[config.mk]
export PLATFORM = sky130hd
export DESIGN_NAME = adder_result_buffer
export DESIGN_NICKNAME = d
export VERILOG_FILES = /design/src/rtl/calculator_pkg.sv /design/src/rtl/chunk_adder.sv /design/src/rtl/adder_result_buffer.sv
export SDC_FILE = /design/constraint.sdc
export NUM_CORES = 1
export LEC_CHECK = 0
export BUFFER_PORTS_ARGS = -buffer_cell sky130_fd_sc_hd__buf_2
export CAP_MARGIN = 20
export CELL_PAD_IN_SITES_DETAIL_PLACEMENT = 0
export CELL_PAD_IN_SITES_GLOBAL_PLACEMENT = 1
export CORE_MARGIN = 2
export CORE_UTILIZATION = 45
export CTS_CLUSTER_DIAMETER = 40
export DETAILED_ROUTE_END_ITERATION = 7
export PLACE_DENSITY_LB_ADDON = 0.3
export SETUP_SLACK_MARGIN = 0.4
export SLEW_MARGIN = 20
export SYNTH_ARGS = -nofsm -noshare
export SYNTH_HDL_FRONTEND = slang
export SYNTH_HIERARCHICAL = 1
export SYNTH_SLANG_ARGS = --single-unit
[constraint.sdc]
create_clock -name clk_i -period 3.55 [get_ports clk_i]
set_input_delay 0.5325 -clock clk_i [delete_from_list [all_inputs] [get_ports clk_i]]
set_output_delay 0.5325 -clock clk_i [all_outputs]
set_load 0.01 [all_outputs]
[src/rtl/calculator_pkg.sv]
// Shared calculator types and constants.
// Adder-side state kept apart from the controller's own FSM.
package calculator_pkg;

  localparam int ADD_DATA_W  = 32;
  localparam int ADD_CHUNK_W = 8;
  localparam int N_CHUNKS    = ADD_DATA_W / ADD_CHUNK_W;
  localparam int MEM_WORD_W  = 2 * ADD_DATA_W;

  typedef enum logic [1:0] {
    A_IDLE  = 2'd0,
    A_CALC  = 2'd1,
    A_STORE = 2'd2
  } adder_state_t;

endpackage

[src/rtl/chunk_adder.sv]
// Combinational W-bit full adder slice.
// Reused each CALC cycle on a different chunk.
module chunk_adder #(
  parameter int W = 8
) (
  input  logic [W-1:0] a_i,
  input  logic [W-1:0] b_i,
  input  logic         c_i,
  output logic [W-1:0] s_o,
  output logic         c_o
);

  assign {c_o, s_o} = {1'b0, a_i}
                    + {1'b0, b_i}
                    + {{W{1'b0}}, c_i};

endmodule

[src/rtl/adder_result_buffer.sv]
// Chunked ripple adder feeding a two-half result buffer.
// One chunk per CALC cycle, LSB first; STORE writes a half.
module adder_result_buffer
  import calculator_pkg::*;
#(
  parameter int DATA_W        = ADD_DATA_W,
  parameter int CHUNK_W       = ADD_CHUNK_W,
  parameter int MEM_WORD_SIZE = MEM_WORD_W
) (
  input  logic                     clk_i,
  input  logic                     rst_ni,
  input  logic                     start_i,
  input  logic [DATA_W-1:0]        op_a_i,
  input  logic [DATA_W-1:0]        op_b_i,
  input  logic                     buffer_control_i,
  input  logic                     clear_i,
  output logic                     busy_o,
  output logic                     done_o,
  output logic [DATA_W-1:0]        sum_o,
  output logic                     carry_o,
  output logic [MEM_WORD_SIZE-1:0] buff_result_o,
  output logic                     buff_full_o
);

  localparam int N  = DATA_W / CHUNK_W;
  localparam int KW = (N > 1) ? $clog2(N) : 1;
  localparam logic [KW-1:0] K_LAST = KW'(N - 1);

  adder_state_t state_q;

  logic [DATA_W-1:0] op_a_q;
  logic [DATA_W-1:0] op_b_q;
  logic              half_q;
  logic [KW-1:0]     k_q;
  logic              carry_q;

  logic [CHUNK_W-1:0] a_ch [N];
  logic [CHUNK_W-1:0] b_ch [N];
  logic [CHUNK_W-1:0] part_q [N];
  logic [DATA_W-1:0]  part_sum;

  logic [CHUNK_W-1:0] s_ch;
  logic               c_out;

  logic [DATA_W-1:0] lo_q, lo_d;
  logic [DATA_W-1:0] hi_q, hi_d;
  logic              vlo_q, vlo_d;
  logic              vhi_q, vhi_d;

  logic is_idle, is_calc, is_store;

  assign is_idle  = (state_q == A_IDLE);
  assign is_calc  = (state_q == A_CALC);
  assign is_store = (state_q == A_STORE);

  for (genvar i = 0; i < N; i++) begin : g_ch
    assign a_ch[i] = op_a_q[i*CHUNK_W +: CHUNK_W];
    assign b_ch[i] = op_b_q[i*CHUNK_W +: CHUNK_W];
    assign part_sum[i*CHUNK_W +: CHUNK_W] = part_q[i];
  end

  chunk_adder #(
    .W (CHUNK_W)
  ) u_chunk (
    .a_i (a_ch[k_q]),
    .b_i (b_ch[k_q]),
    .c_i (carry_q),
    .s_o (s_ch),
    .c_o (c_out)
  );

  // Clear wins first, then a same-cycle store lands on top.
  always_comb begin
    lo_d  = clear_i ? '0 : lo_q;
    hi_d  = clear_i ? '0 : hi_q;
    vlo_d = clear_i ? 1'b0 : vlo_q;
    vhi_d = clear_i ? 1'b0 : vhi_q;
    if (is_store) begin
      if (half_q) begin
        hi_d  = part_sum;
        vhi_d = 1'b1;
      end else begin
        lo_d  = part_sum;
        vlo_d = 1'b1;
      end
    end
  end

  always_ff @(posedge clk_i or negedge rst_ni) begin
    if (!rst_ni) begin
      state_q <= A_IDLE;
      op_a_q  <= '0;
      op_b_q  <= '0;
      half_q  <= 1'b0;
      k_q     <= '0;
      carry_q <= 1'b0;
      for (int i = 0; i < N; i++) begin
        part_q[i] <= '0;
      end
    end else begin
      unique case (1'b1)
        is_idle: begin
          if (start_i) begin
            op_a_q  <= op_a_i;
            op_b_q  <= op_b_i;
            half_q  <= buffer_control_i;
            k_q     <= '0;
            carry_q <= 1'b0;
            state_q <= A_CALC;
          end
        end
        is_calc: begin
          part_q[k_q] <= s_ch;
          carry_q     <= c_out;
          k_q         <= k_q + KW'(1);
          if (k_q == K_LAST) begin
            state_q <= A_STORE;
          end
        end
        is_store: begin
          state_q <= A_IDLE;
        end
        default: begin
          state_q <= A_IDLE;
        end
      endcase
    end
  end

  always_ff @(posedge clk_i or negedge rst_ni) begin
    if (!rst_ni) begin
      lo_q        <= '0;
      hi_q        <= '0;
      vlo_q       <= 1'b0;
      vhi_q       <= 1'b0;
      buff_full_o <= 1'b0;
      done_o      <= 1'b0;
      sum_o       <= '0;
      carry_o     <= 1'b0;
    end else begin
      lo_q        <= lo_d;
      hi_q        <= hi_d;
      vlo_q       <= vlo_d;
      vhi_q       <= vhi_d;
      buff_full_o <= vlo_d & vhi_d;
      done_o      <= is_store;
      if (is_store) begin
        sum_o   <= part_sum;
        carry_o <= carry_q;
      end
    end
  end

  assign busy_o        = is_calc | is_store;
  assign buff_result_o = {hi_q, lo_q};

endmodule

### After elaboration in Yosys (flattened, before gate mapping)

Cells that the tools add are included.

* muxes and demuxes: 28
* equal/unequal tests: 5
* add/sub/neg operators: 3
* magnitude comparators: 2
* reductions and logical operators: 6
* bitwise gates (word level): 3

Operators by type and width (number)
* $mux W32: 6
* $mux W8: 5
* $bmux W8 S2: 2
* $bwmux W32: 1
* $demux W8 S2: 1
* $add A8 B8 Y9: 1
* $add A9 B1 Y9: 1
* $pmux W2 S2: 2
* $mux W1: 7
* $mux W2: 3
* $reduce_and A2 Y1: 3
* $eq A2 B2 Y1 const B: 2
* $ge A3 B3 Y1 const B: 1
* $lt A3 B1 Y1 const B: 1
* $not A2 Y3: 1
* $add A2 B1 Y2 const B: 1
* $eq A2 B1 Y1 const B: 1
* $logic_not A2 Y1: 1
* $ne A2 B1 Y1 const B: 1
* $ne A2 B2 Y1 const B: 1
* $pmux W1 S2: 1
* $reduce_bool A2 Y1: 1
* $and A1 B1 Y1: 1
* $logic_and A1 B1 Y1: 1
* $or A1 B1 Y1: 1

* word-level logic and storage cells: 65
* output and inout bits: 100
* flip-flop bits (word level): 203
* input port bits: 69

### Longest topological paths before layout

* depth in word-level cells: 7
* gate-level depth with buffers: 10
* gate-level depth less buffers: 8

### Hierarchy

Netlist, hierarchy kept.

Modules (own cells, without submodules)
* adder_result_buffer: area each 8461.9 sq um, cells each 616, instances 1, sequential area each 5079.9 sq um
* chunk_adder: area each 312.8 sq um, cells each 38, instances 1, sequential area each 0.0 sq um

### Worst setup path before layout

Ideal clock, no wire load.

* path type: reg2reg
* start: register k_q[0]
* end: register part_q[14] (netlist name)
* library setup time: 125 ps
* path buffers: 2
* arrival: 2879 ps
* setup slack: 546 ps
* cell stages (with the launch flop): 11
* clock period less this slack: 3004 ps
* required time: 3425 ps
* path through: dfrtp_1 > buf_6 > buf_6 > mux4_1 > fa_1 > fa_1 > a21oi_1 > nor2b_1 > a31oi_1 > xnor2_1 > mux2_2

* word-level cells in the longest chain between the ends: 7
* elaborated cells on any way between the ends: 15
* classes of those cells: add/sub: 2; order compare: 2; mux: 9; bitwise: 1; reduce/logical: 1

Ends and longest elaborated chain
* start: declaration: line adder_result_buffer.sv:34 `logic [KW-1:0] k_q;`
* start signal: assignment: line adder_result_buffer.sv:115 `k_q <= k_q + KW'(1);`
* $not A2 Y3 (not written as such) (*): line adder_result_buffer.sv:65, adder_result_buffer.sv:66
* $bmux W8 S2, on equally long branches: line adder_result_buffer.sv:65, adder_result_buffer.sv:66
* $mux W8, on equally long branches (2 in series): line adder_result_buffer.sv:65, adder_result_buffer.sv:66
* $add A8 B8 Y9 (*): line chunk_adder.sv:14 `+ {1'b0, b_i}`
* $add A9 B1 Y9 (*): line chunk_adder.sv:15 `+ {{W{1'b0}}, c_i};`
* via s_ch[6]: line adder_result_buffer.sv:42 `logic [CHUNK_W-1:0] s_ch;`
* $bwmux W32 (*): line adder_result_buffer.sv:113 `part_q[k_q] <= s_ch;`
* end signal: indexed assignment: line adder_result_buffer.sv:113
* end: declaration: line adder_result_buffer.sv:39 `logic [CHUNK_W-1:0] part_q [N];`

Mark *: on every way through the listed nets, which the timed path passes. The rest lies on a longest branch. The select of a mux whose other input is x is not followed.
A chain may end at the register's enable or synchronous reset.

### Final worst setup path

* start: register k_q[0]
* end: register part_q[15] (netlist name)

The elaborated chain is that of the path after synthesis.

==> run metrics <==
Comb pwr share 39.8%; n_diodes 0; Post-Syn Area 8770 µm²; Top-Level Pins 169; dpl cells 1057; Tcrit/Tclk final 84.9%; CTS tree done; f_max 0.332 GHz; critical path class flip-flop to flip-flop; slowest cell on the critical path mux4_1; reg-to-reg endpoint part_q[15]; final core occ 55.8%; switching fraction of total power 35.4%; vias in the first global route 5758; Critical R2R Launch k_q[0]; Post-CTS Setup Inserts 0; Main synth FF type dfrtp_1; post-detail-place hpwl 13800 µm; fillcell total 1651; Psw 3940 µW; sequential power share 36.5%; Gate Count Post-Synth 654; Avg Synthesized Cell Area 13.4 µm²; first-pass GRT wire length 31500 µm; largest net degree at the start of global routing 100; Layout Nets 910; 1st-iter DRT viols 277; GRT Total Usage 19.5%; unrepaired setup endpoints after global routing no; CP Max Fanout 13; data arrival time of the worst path 3410 ps; worst-case reg-to-reg path depth 8; maxcap violations 0; library cells used by synthesis 37; Die X 144 µm; worst vdd rail ir drop 551 µV; gr ovfl total 0; status completed; CP startpoint kind flip-flop; Reg clk slew, reported paths 60 ps; DIE HEIGHT 144 µm; Seq/Total Area, Yosys 57.9%; crit path from k_q[0]; initial core utilization 45.5%; core area 19300 µm²; pwr/cell area 1040 nW/µm²; fin cells 1106; routability cong. 0.817; Synth Register Bits 203; vias 5628; Levels on crit path 8; worst path bufs/invs 1; Post-synth ARST share 100%; Worst R2R Setup Slack 530 ps; Slew Viols, Final 0; Slew @ Worst Pin 902 ps; count leader, synth dfrtp_1; top cells by count, synth dfrtp_1, nand2_1, mux2_2; placed cell area 9810 µm²; Clock Skews 24.8 ps; clk root buf clkbuf_16; drt wl/cell 18.0 µm; max incr delay on CP 590 ps; P_int 7190 µW; setup TNS 0 ps; synth warn 6; critical-path cell list buf_4 > mux4_1 > ha_1 > a21oi_2 > nand2_1 > a221o_1 > a211o_1 > mux2_2; Pleak 0.00544 µW; TritonCTS Sinks 203; DR vias/cell 5.09; Routed Antenna Nets 0; I/O Buffers 168; min-delay worst type primary input to async pin; Post-CTS Resized 0; CTS H-Tree Depth 1; Die ar. 20600 µm²; Synth top area share 57.9%; Clk pwr share 23.7%; Post-Syn Nets 740; drt drc 0; row cnt 51; top area cells in the synthesized netlist dfrtp_1, mux2_2, mux2_4; Post-synth EDFFs 0; Top delay family on crit path multiplexers; synth-to-layout area growth 22.5%; Setup crit end kind flip-flop; crit path to part_q[15]; TritonRoute pass-1 iters 5; cell taking the most area after synthesis dfrtp_1; total CTS buffers 29; final setup vio count 0; CTS Hold Bufs 0; design area 10700 µm²; required time worst endpoint 3940 ps; fraction of layout cells with a size suffix above 1 43.0%; Fin. Hold Viols 0; initial antenna violation count 0; clock buffer depth 3; Slew headroom 39.8%; worst skew pair latency 530 ps; crit path time final 3020 ps; routed wire length 19900 µm
-- area by class of cell --
| class | count | area (µm²) | area share (%) |
|---|---|---|---|
| Tap cell | 265 | 332 | 3.09 |
| Multi-Input combinational cell | 408 | 3470 | 32.3 |
| Timing Repair Buffer | 176 | 942 | 8.77 |
| Sequential cell | 203 | 5080 | 47.3 |
| Clock buffer | 36 | 792 | 7.37 |
| Inverter | 6 | 23.8 | 0.221 |
| Clock inverter | 12 | 109 | 1.01 |
-- cells in the final DEF (no fill, tap or decap), types with 3 or more instances in the layout --
cell and instances:
clkbuf_8 5, inv_1 5, o21ai_0 34, ha_1 14
nand3_1 34, nand2_1 137, buf_2 167, xnor2_1 4
clkinvlp_4 3, a21oi_1 4, clkbuf_16 29, a21o_1 3
mux2_4 50, buf_4 6, dfrtp_1 202, clkbuf_1 3
nor2b_1 4, mux2_2 82, mux4_1 16, clkinv_2 6
-- worst min path at each step --
| stage | start | to | slack [ps] | depth (start not counted) |
|---|---|---|---|---|
| after detailed placement | sum_o[26] | sum_o[26] | 490 | 1 |
| after global placement | vlo_q | vlo_q | 480 | 1 |
| after global routing | rst_ni | hi_q[7] | 150 | 1 |
| final | rst_ni | hi_q[7] | 100 | 1 |
| after floorplan | rst_ni | buff_full_o | 240 | 0 |
| after CTS | rst_ni | hi_q[7] | 120 | 1 |
-- per-stage QoR --
| step | worst slack, ps | total power, µW | hold WS (ps) |
|---|---|---|---|
| after floorplan | 546 | 7030 | 237 |
| after CTS | 450 | 11200 | 116 |
| after global routing | 396 | 11900 | 155 |
| after detailed placement | 466 | 8530 | 490 |
| after global placement | 523 | 8360 | 481 |
| final | 534 | 11100 | 98.0 |
-- flip-flops by register name (all words and copies together) (netlist names), 2 cells and up --
register / flops
hi_q: 32
lo_q: 32
op_a_q: 32
op_b_q: 32
part_q: 32
sum_o: 32
k_q: 2
state_q: 2
-- worst register-to-register path, stage by stage (launching register included) --
cell,delay (ps)
dfrtp_2,450
buf_4,270
mux4_1,600
ha_1,410
a21oi_2,140
nand2_1,100
a221o_1,310
a211o_1,320
mux2_2,280
-- layer usage --
layer,vias up,global-route usage (%),share of wire [%]
li1,2621,-,-
met1,2801,26.8,44
met2,183,32.5,49
met3,23,3.90,6.0
met4,0,4.23,1.3
met5,-,0,0
-- power by group through the flow --
stage	Combinational [µW]	Sequential (µW)	Clock, µW
2_1_floorplan	3070	3950	0
3_3_place_gp	4280	4070	0
3_5_place_dp	4420	4100	0
4_1_cts	4450	4070	2710
5_1_grt	4870	4190	2810
6_report	4430	4060	2640
-- logic make-up (layout without fill, tap and decap cells) --
| group | Yosys count | count (layout) | share of synthesized area (%) |
|---|---|---|---|
| flip-flops | 203 | 203 | 57.9 |
| AND/OR/NAND/NOR | 186 | 186 | 8.78 |
| multiplexers | 149 | 149 | 24.0 |
| AO/OA/AOI/OAI | 51 | 51 | 3.39 |
| buffers and inverters | 43 | 230 | 2.85 |
| adder cells (fa/ha/maj) | 17 | 17 | 2.60 |
| XOR/XNOR | 5 | 5 | 0.499 |
No activity file was read; power rests on OpenSTA's default activity.
